$ cat config.mk
export PLATFORM = sky130hd
export DESIGN_NAME = spi_frame_receiver
export DESIGN_NICKNAME = d
export VERILOG_FILES = /design/src/rtl/spi_frame_pkg.sv /design/src/rtl/spi_sync_edge.sv /design/src/rtl/spi_frame_receiver.sv
export SDC_FILE = /design/constraint.sdc
export NUM_CORES = 1
export LEC_CHECK = 0
export ABC_AREA = 0
export BUFFER_PORTS_ARGS = -buffer_cell sky130_fd_sc_hd__buf_2
export CAP_MARGIN = 40
export CORE_AREA = 2 2 270 218
export CTS_BUF_LIST = sky130_fd_sc_hd__clkbuf_4
export CTS_CLUSTER_SIZE = 24
export DETAILED_ROUTE_END_ITERATION = 7
export DIE_AREA = 0 0 272 220
export HOLD_SLACK_MARGIN = 0.15
export PLACE_DENSITY = 0.74
export SLEW_MARGIN = 10
export SYNTH_ARGS = -nofsm -noshare
export SYNTH_HDL_FRONTEND = slang
export SYNTH_SLANG_ARGS = --single-unit
$ cat constraint.sdc
create_clock -name osc_clk -period 2.5 [get_ports osc_clk]
set_input_delay 0.5 -clock osc_clk [delete_from_list [all_inputs] [get_ports osc_clk]]
set_output_delay 0.5 -clock osc_clk [all_outputs]
set_load 0.01 [all_outputs]
$ cat src/rtl/spi_frame_pkg.sv
// Shared definitions for the SPI frame receiver and the stages that consume its frame.
package spi_frame_pkg;

  // Default frame geometry
  localparam int unsigned FRAME_BITS_DEFAULT  = 360;
  localparam int unsigned MISO_BITS_DEFAULT   = 32;
  localparam int unsigned SYNC_STAGES_DEFAULT = 2;

  // Width of the received-bit counter; it saturates at all-ones
  localparam int unsigned CNT_W   = 9;
  localparam logic [CNT_W-1:0] CNT_MAX = '1;

  // Field positions inside mosi_data for downstream consumers
  localparam int unsigned PLL_N_MSB      = 351;
  localparam int unsigned PLL_N_LSB      = 344;
  localparam int unsigned PLL_M_MSB      = 343;
  localparam int unsigned PLL_M_LSB      = 336;
  localparam int unsigned NONCE_DIFY_MSB = 335;
  localparam int unsigned NONCE_DIFY_LSB = 304;

  // Frame receiver state encoding
  typedef enum logic [1:0] {
    StIdle  = 2'd0,
    StShift = 2'd1,
    StEnd   = 2'd2
  } spi_state_e;

  // Counter increment that sticks at CNT_MAX instead of wrapping
  function automatic logic [CNT_W-1:0] sat_inc(input logic [CNT_W-1:0] value);
    return (value == CNT_MAX) ? value : value + 1'b1;
  endfunction

endpackage

$ cat src/rtl/spi_sync_edge.sv
// Multi-flop synchronizer for one asynchronous input, plus one extra flop for edge detection.
module spi_sync_edge #(
  parameter int unsigned STAGES    = 2,
  parameter logic        RESET_VAL = 1'b0
) (
  input  logic osc_clk,
  input  logic reset,
  input  logic i_async,
  output logic o_sync,
  output logic o_rise,
  output logic o_fall
);

  logic [STAGES-1:0] r_sync;
  logic              r_prev;

  // Shift the pin through the synchronizer chain and keep one delayed copy for edges
  always_ff @(posedge osc_clk or negedge reset) begin
    if (!reset) begin
      r_sync <= {STAGES{RESET_VAL}};
      r_prev <= RESET_VAL;
    end else begin
      r_sync <= {r_sync[STAGES-2:0], i_async};
      r_prev <= r_sync[STAGES-1];
    end
  end

  assign o_sync = r_sync[STAGES-1];
  assign o_rise = o_sync & ~r_prev;
  assign o_fall = ~o_sync & r_prev;

endmodule

$ cat src/rtl/spi_frame_receiver.sv
// SPI mode-0 slave front end: captures a fixed-length MOSI frame into a held parallel word and
// shifts a response word out on MISO during the same frame. All SPI pins are oversampled.
module spi_frame_receiver
  import spi_frame_pkg::*;
#(
  parameter int unsigned FRAME_BITS  = FRAME_BITS_DEFAULT,
  parameter int unsigned MISO_BITS   = MISO_BITS_DEFAULT,
  parameter int unsigned SYNC_STAGES = SYNC_STAGES_DEFAULT  // must be at least 2
) (
  input  logic                  osc_clk,
  input  logic                  reset,
  input  logic                  sclk,
  input  logic                  cs_n,
  input  logic                  mosi,
  input  logic [MISO_BITS-1:0]  tx_word,
  output logic                  miso,
  output logic                  cs_sync_n,
  output logic [FRAME_BITS-1:0] mosi_data,
  output logic                  frame_done,
  output logic                  frame_error,
  output logic                  busy,
  output logic [CNT_W-1:0]      bit_count
);

  localparam logic [CNT_W-1:0] FRAME_BITS_CNT = CNT_W'(FRAME_BITS);

  // Synchronized pins and edge strobes
  logic w_unused_sclk_level;
  logic w_sclk_rise;
  logic w_sclk_fall;
  logic w_cs_rise;
  logic w_cs_fall;
  logic w_mosi_sync;

  logic [SYNC_STAGES-1:0] r_mosi_sync;

  // Frame state
  spi_state_e            r_state;
  spi_state_e            w_state_next;
  logic [FRAME_BITS-1:0] r_shift_sr;
  logic [MISO_BITS-1:0]  r_miso_sr;
  logic [FRAME_BITS-1:0] r_mosi_data;
  logic [CNT_W-1:0]      r_bit_count;
  logic                  r_overflow;
  logic                  r_frame_good;
  logic                  r_cs_fall_pend;

  logic w_start;
  logic w_shift_active;
  logic w_frame_good;

  spi_sync_edge #(
    .STAGES    (SYNC_STAGES),
    .RESET_VAL (1'b0)
  ) u_sclk_sync (
    .osc_clk (osc_clk),
    .reset   (reset),
    .i_async (sclk),
    .o_sync  (w_unused_sclk_level),
    .o_rise  (w_sclk_rise),
    .o_fall  (w_sclk_fall)
  );

  spi_sync_edge #(
    .STAGES    (SYNC_STAGES),
    .RESET_VAL (1'b1)
  ) u_cs_sync (
    .osc_clk (osc_clk),
    .reset   (reset),
    .i_async (cs_n),
    .o_sync  (cs_sync_n),
    .o_rise  (w_cs_rise),
    .o_fall  (w_cs_fall)
  );

  // MOSI only needs a level; it has the same depth as sclk so data and its strobe stay aligned
  always_ff @(posedge osc_clk or negedge reset) begin
    if (!reset) begin
      r_mosi_sync <= '0;
    end else begin
      r_mosi_sync <= {r_mosi_sync[SYNC_STAGES-2:0], mosi};
    end
  end

  assign w_mosi_sync = r_mosi_sync[SYNC_STAGES-1];

  // A chip-select fall seen during END is remembered and starts the frame in the next IDLE cycle
  assign w_start = (r_state == StIdle) && (w_cs_fall || r_cs_fall_pend);

  // cs_rise takes priority over any sclk edge in the same cycle
  assign w_shift_active = (r_state == StShift) && !w_cs_rise;

  assign w_frame_good = (r_bit_count == FRAME_BITS_CNT) && !r_overflow;

  // FSM state register
  always_ff @(posedge osc_clk or negedge reset) begin
    if (!reset) begin
      r_state <= StIdle;
    end else begin
      r_state <= w_state_next;
    end
  end

  // FSM next-state logic
  always_comb begin
    w_state_next = r_state;
    unique case (r_state)
      StIdle:  if (w_cs_fall || r_cs_fall_pend) w_state_next = StShift;
      StShift: if (w_cs_rise) w_state_next = StEnd;
      StEnd:   w_state_next = StIdle;
      default: w_state_next = StIdle;
    endcase
  end

  // FSM outputs
  always_comb begin
    frame_done  = (r_state == StEnd) && r_frame_good;
    frame_error = (r_state == StEnd) && !r_frame_good;
    busy        = (r_state == StShift);
    miso        = (r_state != StIdle) ? r_miso_sr[MISO_BITS-1] : 1'b0;
  end

  // Frame datapath: clear on start, shift on sclk edges, judge and commit the frame on cs_rise
  always_ff @(posedge osc_clk or negedge reset) begin
    if (!reset) begin
      r_shift_sr     <= '0;
      r_miso_sr      <= '0;
      r_mosi_data    <= '0;
      r_bit_count    <= '0;
      r_overflow     <= 1'b0;
      r_frame_good   <= 1'b0;
      r_cs_fall_pend <= 1'b0;
    end else begin
      r_cs_fall_pend <= (r_state == StEnd) && w_cs_fall;

      if (w_start) begin
        r_shift_sr  <= '0;
        r_miso_sr   <= tx_word;
        r_bit_count <= '0;
        r_overflow  <= 1'b0;
      end else if (w_shift_active) begin
        if (w_sclk_rise) begin
          // Bits beyond the frame length are counted but never shifted in
          if (r_bit_count == FRAME_BITS_CNT) begin
            r_overflow <= 1'b1;
          end else begin
            r_shift_sr <= {r_shift_sr[FRAME_BITS-2:0], w_mosi_sync};
          end
          r_bit_count <= sat_inc(r_bit_count);
        end
        if (w_sclk_fall) begin
          r_miso_sr <= {r_miso_sr[MISO_BITS-2:0], 1'b0};
        end
      end

      // Committed on entry to END so mosi_data is already new while frame_done is high
      if ((r_state == StShift) && w_cs_rise) begin
        r_frame_good <= w_frame_good;
        if (w_frame_good) begin
          r_mosi_data <= r_shift_sr;
        end
      end
    end
  end

  assign mosi_data = r_mosi_data;
  assign bit_count = r_bit_count;

endmodule

== After elaboration in Yosys (flattened, before gate mapping) ==
Index checks and enable logic that the tools add are counted.

* Equality and inequality tests: 8
* Reduce and logical (&&, ||, !) cells: 23
* Mux-type cells: 19
* Add/subtract/negate cells: 1
* Bitwise operators: 8

{| class="wikitable"
|+ Operator list
! cell !! number
|-
| 360-bit two-way mux || 4
|-
| 32-bit two-way mux || 3
|-
| 9-bit two-way mux || 4
|-
| 9-bit equality test (second input constant) || 2
|-
| 2-bit nonzero test || 5
|-
| 9-bit by 1-bit adder with 9-bit output (second input constant) || 1
|-
| 3-bit AND reduction || 3
|-
| 1-bit logical AND || 7
|-
| 2-bit AND reduction || 3
|-
| 1-bit two-way mux || 5
|-
| 1-bit AND || 4
|-
| 2-bit two-way mux || 2
|-
| 2-bit by 1-bit inequality test with 1-bit output (second input constant) || 2
|-
| 2-bit inequality test (second input constant) || 2
|-
| 1-bit NOT || 4
|-
| 2-bit one-hot mux with 2 select lines || 1
|-
| 1-bit zero test || 3
|-
| 2-bit by 1-bit equality test with 1-bit output (second input constant) || 1
|-
| 2-bit equality test (second input constant) || 1
|-
| 2-bit zero test || 1
|-
| 1-bit logical OR || 1
|}

* Output and inout port bits: 374
* Input port bits: 37
* Word-level logic and storage cells: 72
* Register bits after elaboration: 774

== Logic depth before layout (Yosys ltp) ==
Gate-level depths: netlist (run 1).

* Depth after elaboration: 6
* Mapped depth: 10

== Hierarchy ==
Synthesis (run 1) repeated with hierarchy kept, for this count alone.

* Cell total of the unflattened synthesis: 2583
* Area, all modules: 30191.5 um^2

{| class="wikitable"
|+ By module, submodules not included
! module !! cells an instance !! seq. area each (um^2) !! area each (um^2) !! times used
|-
| spi_frame_receiver || 2573 || 19218.4 || 30007.5 || 1
|-
| spi_sync_edge (u_cs_sync) || 5 || 78.8 || 93.8 || 1
|-
| spi_sync_edge (u_sclk_sync) || 5 || 75.1 || 90.1 || 1
|}

== Least setup slack after synthesis (run 1) ==
Ideal clock, no wire load.

* Path kind: register to register
* Start point: register r_bit_count[0] (netlist: bit_count[0])
* End point: register r_bit_count[7] (netlist: bit_count[7])
* Buffers on the path: 1
* Period minus slack after synthesis: 2267 ps
* Cell stages (with the launch flop): 9
* Data arrival time: 2188 ps
* Required time: 2421 ps
* Path slack: 233 ps
* Path through: dfrtp_1 ha_1 nand2_1 nor3_1 ha_1 or4_1 buf_2 nor4_1 mux2i_1

* Word-level cells in the longest chain between the ends: 5
* Elaborated cells on any way between the ends: 8

{| class="wikitable"
|+ Ends and longest elaborated chain
! item !! RTL line !! text
|-
| start, declared || spi_frame_receiver.sv:43 || <nowiki>logic [CNT_W-1:0] r_bit_count;</nowiki>
|-
| start signal, assigned || spi_frame_receiver.sv:149 || <nowiki>r_bit_count <= sat_inc(r_bit_count);</nowiki>
|-
| 9-bit by 1-bit adder with 9-bit output || spi_frame_pkg.sv:30 || <nowiki>return (value == CNT_MAX) ? value : value + 1'b1;</nowiki>
|-
| 9-bit two-way mux || spi_frame_pkg.sv:30 ||
|-
| 9-bit two-way mux || spi_frame_receiver.sv:142 || <nowiki>if (w_sclk_rise) begin</nowiki>
|-
| 9-bit two-way mux || spi_frame_receiver.sv:141 || <nowiki>end else if (w_shift_active) begin</nowiki>
|-
| 9-bit two-way mux || spi_frame_receiver.sv:136 || <nowiki>if (w_start) begin</nowiki>
|}

Parallel ways exist; a longest one is shown, timed or not. The select of a mux whose other input is x is not followed.
A chain may end at the register's enable or synchronous reset.

== Worst setup path after layout (run 1) ==
* Start point: register r_bit_count[0] (netlist: bit_count[0])
* End point: register r_mosi_data[184] (netlist: mosi_data[184])

* Word-level cells in the longest chain between the ends: 3

{| class="wikitable"
|+ Ends and longest elaborated chain
! item !! RTL line !! text
|-
| 9-bit equality test || spi_frame_receiver.sv:93 || <nowiki>assign w_frame_good = (r_bit_count == FRAME_BITS_CNT) && !r_overflow;</nowiki>
|-
| 1-bit logical AND || spi_frame_receiver.sv:93 ||
|-
| 2-bit AND reduction (no source line) || -- ||
|-
| end signal, assigned || spi_frame_receiver.sv:160 || <nowiki>r_mosi_data <= r_shift_sr;</nowiki>
|-
| end, declared || spi_frame_receiver.sv:42 || <nowiki>logic [FRAME_BITS-1:0] r_mosi_data;</nowiki>
|}

Every way passes these cells.

==> out/qor.csv, run 1 <==
metric,value,unit
status,"complete, no violations",
Initial DRC Count,1528,
Final Setup Violations,0,
Die Ht,220,µm
"Remaining Overflow, GRT",0,
Post-Synthesis Net Count,2585,
first-pass GRT wire length,112,mm
"critical path fanouts, max",16,
PwrDens,681,nW/µm²
port buffer count,410,
fin crit share,99.8,%
RSZ-0062 raised after global routing,true,
Chip Width,272,µm
Critical Path Sink Type,register,
worst rel slew slack,68.0,%
Clock Latency Late Sink,1.02,ns
starting density of the core,52.2,%
Crit-path slowest cell,dfrtp_1,
cell accounting for the most synthesized area,dfrtp_1,
Ports,411,
Routed Antenna Nets,0,
TritonCTS clock tree,yes,
vias per inst,5.27,
synth unique cells,34,
initial antenna violation count,3,
"CTS clk-pin slew, worst paths",0.07,ns
P&R area growth vs syn,21.3,%
"Net count, final",3187,
Site Rows,79,
root buf cell,clkbuf_4,
HP Class,primary input to asynchronous set/reset pin,
Critical Path RT,3.35,ns
Synth Warn #,0,
FILL cells,4322,
most frequent cells in the layout,"771 x dfrtp_1, 757 x nand2_1, 409 x buf_2",
register area share after synthesis,64.6,%
MaxCap Viol Count,0,
CP max stage delay,0.43,ns
mapped cell area,30000,µm²
crit path buf inv count,4,
largest net degree at the start of global routing,87,
1st-pass router iterations,6,
WP data arrival,3.34,ns
HPWL after DPL,45.4,mm
Slew Limit Fails,0,
Synth area leaders,"dfrtp_1 64%, mux2_2 14%, nand2_1 9.5%, o21ai_1 5.0%, o21ai_0 1.6%",
Placer Congestion,0.819,
CP Launch Type,register,
DRT Wirelength,71.6,mm
# clock sinks,774,
Leak Pwr,18.6,nW
CP Cell Sequence,inv_1 > ha_1 > nor4b_4 > nand2_2 > nor3_4 > buf_4 > buf_12 > buf_16 > mux2_2,
CTS Buf Count,184,
"Core Util, Final",63.4,%
Synth top area share,64.3,%
Yosys reg bits,774,
"most common cell after layout, fill and taps aside",dfrtp_1,
clk_skew,0.0623,ns
Max VDD drop,0.445,mV
core area,57400,µm²
htree depth,4,
DRC,0,
Worst Setup Path Type,register to register,
GRT Total Usage,23.6,%
"delay-heaviest family, CP",buffers and inverters,
Avg Inst Size Synth,11.8,µm²
Worst Max-Slew Pin Slew,0.480,ns
average wire per standard cell,17.7,µm
Fmax,401,MHz
Overall Power,24.8,mW
Vias,21376,
layout cells sized above 1,36.2,%
vias in the first global route,21091,
post-layout min period,2.49,ns
"Hold Vio Cnt, Final",0,
Mapped Cells,2545,
CTS Buffer Depth,3,
DIE AREA,59800,µm²
registers in the layout, indices dropped and copies added, names as in the netlist:
name,cells
u_cs_sync.r_sync,2
u_sclk_sync.r_prev,1
r_overflow,1
r_mosi_sync,2
r_miso_sr,32
r_cs_fall_pend,1
u_cs_sync.r_prev,1
mosi_data,360
u_sclk_sync.r_sync,2
r_shift_sr,360
r_state,2
r_frame_good,1
bit_count,9
per-stage QoR:
| step | instances | setup TNS, ns | hold WS [ns] | cell area (µm²) | worst slack (ns) |
|---|---|---|---|---|---|
| final | 4053 | 0 | 0.253 | 36400 | 0.00611 |
| after global routing | 4052 | -16.55 | 0.185 | 36400 | -0.111 |
| after CTS | 4031 | -0.00704 | 0.151 | 36100 | -0.00481 |
| after detailed placement | 3664 | 0 | 0.340 | 33300 | 0.00926 |
| after global placement | 3664 | 0 | 0.338 | 33300 | 0.0250 |
| after floorplan | 2545 | 0 | 0.204 | 30000 | 0.233 |
cells by family (layout without fill, tap and decap cells):
logic type | Yosys count | after routing | share of synthesized area, %
simple gates | 790 | 790 | 10.2
flops | 774 | 774 | 64.6
buf+inv | 176 | 906 | 3.54
mux | 394 | 394 | 14.6
xor+xnor | 1 | 1 | 0.0292
fa+ha+maj | 3 | 3 | 0.125
compound gates | 407 | 407 | 6.92
other cells | 0 | 9 | 0
Yosys cell counts, drive strengths merged:
| library cell | count |
|---|---|
| dfrtp | 771 |
| nand2 | 758 |
| o21ai | 395 |
| mux2 | 360 |
| buf | 98 |
| clkbuf | 73 |
| mux2i | 34 |
| a21oi | 5 |
| inv | 5 |
| nor2 | 5 |
| nand2b | 4 |
| nand3 | 4 |
| dfstp | 3 |
| ha | 3 |
| nor2b | 3 |
| nor3 | 3 |
| or3 | 3 |
| or4 | 3 |
| and3b | 2 |
| nor4b | 2 |
| o21a | 2 |
| o31ai | 2 |
| a2111oi | 1 |
| a21o | 1 |
| a22o | 1 |
| and4 | 1 |
| nor3b | 1 |
| nor4 | 1 |
| xnor2 | 1 |
report_power, final:
| part | internal [mW] | switching, mW |
|---|---|---|
| clock | 5.07 | 4.97 |
| sequential | 12.8 | 0.227 |
| combinational | 0.562 | 1.15 |
layer usage:
layer / routed length (µm) / GRT usage (%) / up-vias / share of wire, %
li1: - / - / 9798 / -
met1: 30700 / 32.1 / 10684 / 43
met2: 34000 / 35.9 / 732 / 47
met3: 4660 / 5.80 / 162 / 6.5
met4: 2240 / 11.1 / 0 / 3.1
met5: 0 / 0 / - / 0
tightest hold or removal path, stage by stage:
cell and delay [ns]:
dlygate4sd3_1 0.56, buf_8 0.29, buf_16 0.27
final timing paths:
| check | startpoint | to | slack [ns] | cells after the start |
|---|---|---|---|---|
| max | bit_count[0]$_DFFE_PN0P_ | mosi_data[184]$_DFFE_PN0P_ | 0.006 | 9 |
| min | reset | mosi_data[80]$_DFFE_PN0P_ | 0.25 | 3 |
| max reg2reg | bit_count[0]$_DFFE_PN0P_ | mosi_data[184]$_DFFE_PN0P_ | 0.006 | 9 |
| min reg2reg | r_mosi_sync[0]$_DFF_PN0_ | r_mosi_sync[1]$_DFF_PN0_ | 0.36 | 0 |
| max in group asynchronous | reset | r_shift_sr[63]$_DFFE_PN0P_ | 1.66 | 4 |
| min in group osc_clk | tx_word[12] | r_miso_sr[12]$_DFFE_PN0P_ | 0.28 | 4 |
layout make-up:
type / count / area [µm²] / share of cell area [%]
diodes: 9 / 22.5 / 0.0619
clock buffers: 265 / 1990 / 5.47
clock inverters: 49 / 277 / 0.760
inverters: 5 / 18.8 / 0.0516
multi-input cells: 1595 / 9630 / 26.5
flip-flops and latches: 774 / 19400 / 53.2
well taps: 769 / 962 / 2.64
repair buffers: 587 / 4120 / 11.3
repair_timing:
action,in CTS,in global routing
endpoints found under the setup margin,26,339
gates resized for setup,6,18
endpoints found under the hold margin,759,0
hold buffers,53,0
pin swaps,0,2
setup buffers,0,5
cloned,0,8
Power figures use the tool's default switching activity.
==> inputs of run 2 (changes only) <==
- ABC_AREA: 0 -> 1
- CORE_AREA: 2 2 270 218 -> 5 5 282 229
- DIE_AREA: 0 0 272 220 -> 0 0 287 234
- PLACE_DENSITY: 0.74 -> 0.73
- SETUP_SLACK_MARGIN: default -> 0.02
==> run 2 against run 1 <==
Compared with the run above: wire length increased by 17%; total power increased by 3.1%; global-route usage increased by 1.5 points; critical endpoint is now miso; highest routed layer unchanged.
==> out/qor.csv, run 2 <==
metric,value,unit
Worst Max-Slew Pin Slew,0.702,ns
Die Ht,234,µm
HPWL after DPL,51.6,mm
Vias,26635,
synth unique cells,29,
Post-Synthesis Net Count,3749,
Hold EP,r_miso_sr[16]$_DFFE_PN0P_,
worst hold margin,0.335,ns
post-layout min period,2.38,ns
PwrDens,671,nW/µm²
Synth top area share,60.0,%
Leak Pwr,20.3,nW
CP Cell Sequence,nor2_4 > buf_12 > nor2_4 > buf_6,
vias in the first global route,25822,
Sequential Power Share,50.7,%
crit path buf inv count,2,
Main synth FF type,dfrtp_1,
design area,38100,µm²
Crit-path slowest cell,dfrtp_2,
Ports,411,
Placer Congestion,0.827,
Synth Warn #,0,
cell accounting for the most synthesized area,dfrtp_1,
# clock sinks,774,
initial antenna violation count,2,
Crit Reg-Reg Endpoint,mosi_data[307]$_DFFE_PN0P_,
Chip Width,287,µm
core area,61800,µm²
starting density of the core,52.1,%
Initial DRC Count,2321,
WP data arrival,1.88,ns
CTS Buf Count,190,
HP Class,primary input to register,
FILL cells,5379,
clk_skew,0.0752,ns
Worst Setup Path Type,register to output pin,
"most common cell after layout, fill and taps aside",nand2_1,
"critical path fanouts, max",2,
DRT Wirelength,84.1,mm
Setup TNS,0,ns
combinational share of power,9.1,%
Fmax,421,MHz
Critical Path RT,2.00,ns
Site Rows,82,
top-count cell post-synth,nand2_1,
"Hold Vio Cnt, Final",0,
mapped cell area,32200,µm²
status,"complete, no violations",
Clock Latency Late Sink,1.03,ns
Mapped Cells,3709,
Yosys reg bits,774,
"CTS clk-pin slew, worst paths",0.07,ns
layout cells sized above 1,19.1,%
P&R area growth vs syn,18.4,%
multi-input logic area,10600,µm²
fin crit share,95.0,%
worst-case reg-to-reg path depth,9,
Max VDD drop,0.452,mV
Critical Path Most Common Cell,nor2_4,
"Net count, final",4218,
root buf cell,clkbuf_4,
htree depth,4,
CP Launch Type,register,
register area,19400,µm²
"Remaining Overflow, GRT",0,
worst rel slew slack,53.2,%
vias per inst,5.18,
"Core Util, Final",61.6,%
port buffer count,410,
"delay-heaviest family, CP",flip-flops,
TritonCTS clock tree,yes,
1st-pass router iterations,6,
min-delay src,tx_word[16],
CTS Buffer Depth,3,
Routed Antenna Nets,0,
RSZ-0062 raised after global routing,false,
Critical Path Sink Type,output pin,
average wire per standard cell,16.4,µm
GRT Total Usage,25.1,%
Avg Inst Size Synth,8.67,µm²
Reg2Reg Setup Slack,0.16,ns
register area share after synthesis,60.2,%
Net Sw Frac,26.6,%
Synth area leaders,"dfrtp_1 60%, nand2_1 14%, nand3_1 9.6%, o21ai_1 2.9%, buf_2 2.9%",
Final Setup Violations,0,
most frequent cells in the layout,"1229 x nand2_1, 770 x dfrtp_1, 617 x nand3_1",
clock network fraction of design power,40.1,%
internal power,18.8,mW
sw power,6.80,mW
worst hold path stage count,5,
commonest cells in the synthesized netlist,"1230 x nand2_1, 771 x dfrtp_1, 617 x nand3_1",
largest net degree at the start of global routing,142,
RR Startpoint,r_state[1]$_DFFE_PN0P_,
Overall Power,25.6,mW
DRC,0,
DIE AREA,67200,µm²
dpl cell area,35200,µm²
"EDFF count, synth",0,
Worst Setup SP,r_state[1]$_DFFE_PN0P_,
Slew Limit Fails,0,
first-pass GRT wire length,137,mm
asr flop ratio synth,100,%
MaxCap Viol Count,0,
CP max stage delay,0.43,ns
==> run 2: area by class of cell <==
cell class,instances,area share [%]
Timing Repair Buffer,554,10.2
Antenna cell,5,0.0329
Multi-Input combinational cell,2427,27.8
Inverter,231,2.30
Sequential cell,774,50.9
Clock buffer,270,5.32
Clock inverter,42,0.697
Tap cell,840,2.76
==> run 2: worst register-to-register path, cell delays in order (launching register included) <==
cell and delay (ns):
dfrtp_2 0.43, buf_6 0.14, nor2_4 0.11, buf_4 0.14, nand3_1 0.13, nor2_4 0.21, buf_12 0.36, buf_4 0.44
nand3_1 0.21, nand2_1 0.10
==> run 2: worst max-delay path by stage <==
stage / end / slack, ns / cells after the start
4_1_cts: miso / 0.005 / 4
3_3_place_gp: mosi_data[307]$_DFFE_PN0P_ / 0.44 / 7
6_report: miso / 0.12 / 4
3_5_place_dp: mosi_data[66]$_DFFE_PN0P_ / 0.39 / 8
5_1_grt: miso / 0.0008 / 4
2_1_floorplan: bit_count[2]$_DFFE_PN0P_ / 0.65 / 10
==> run 2: through the flow <==
step,worst slack [ns],cells
floorplan,0.648,3709
global placement,0.436,4775
global route,0.000768,5143
detailed placement,0.391,4776
finish,0.124,5143
CTS,0.00476,5138
==> run 2: power by group through the flow <==
| stage | logic, mW | registers, mW | clock network, mW |
|---|---|---|---|
| floorplan | 1.30 | 13.2 | 0 |
| global placement | 2.09 | 13.2 | 0 |
| detailed placement | 2.14 | 13.2 | 0 |
| CTS | 2.33 | 13.0 | 10.5 |
| global route | 2.60 | 13.0 | 11.2 |
| finish | 2.33 | 13.0 | 10.3 |
==> run 2: metal layers <==
metal | routed length (µm) | up-vias | global-route usage [%]
met5 | 0 | - | 0
met4 | 2150 | 0 | 9.28
met3 | 5950 | 132 | 6.07
met2 | 38500 | 844 | 38.1
met1 | 37500 | 12795 | 35.6
li1 | - | 12864 | -
==> run 2: kinds of logic after synthesis <==
| logic type | after synthesis | synth area share (%) |
|---|---|---|
| DFF | 774 | 60.2 |
| AOI/OAI and AO/OA | 339 | 5.30 |
| buffers and inverters | 508 | 7.13 |
| and+or+nand+nor | 2085 | 27.2 |
| adders and majority gates | 3 | 0.117 |
==> run 2: what timing repair did <==
action | 4_1_cts | 5_1_grt
gates resized for setup | 15 | 2
hold buffers | 44 | 0
cloned | 1 | 0
pin swaps | 3 | 0
endpoints found under the hold margin | 809 | 0
buffers inserted | 5 | 0
setup endpoints to repair | 3 | 1
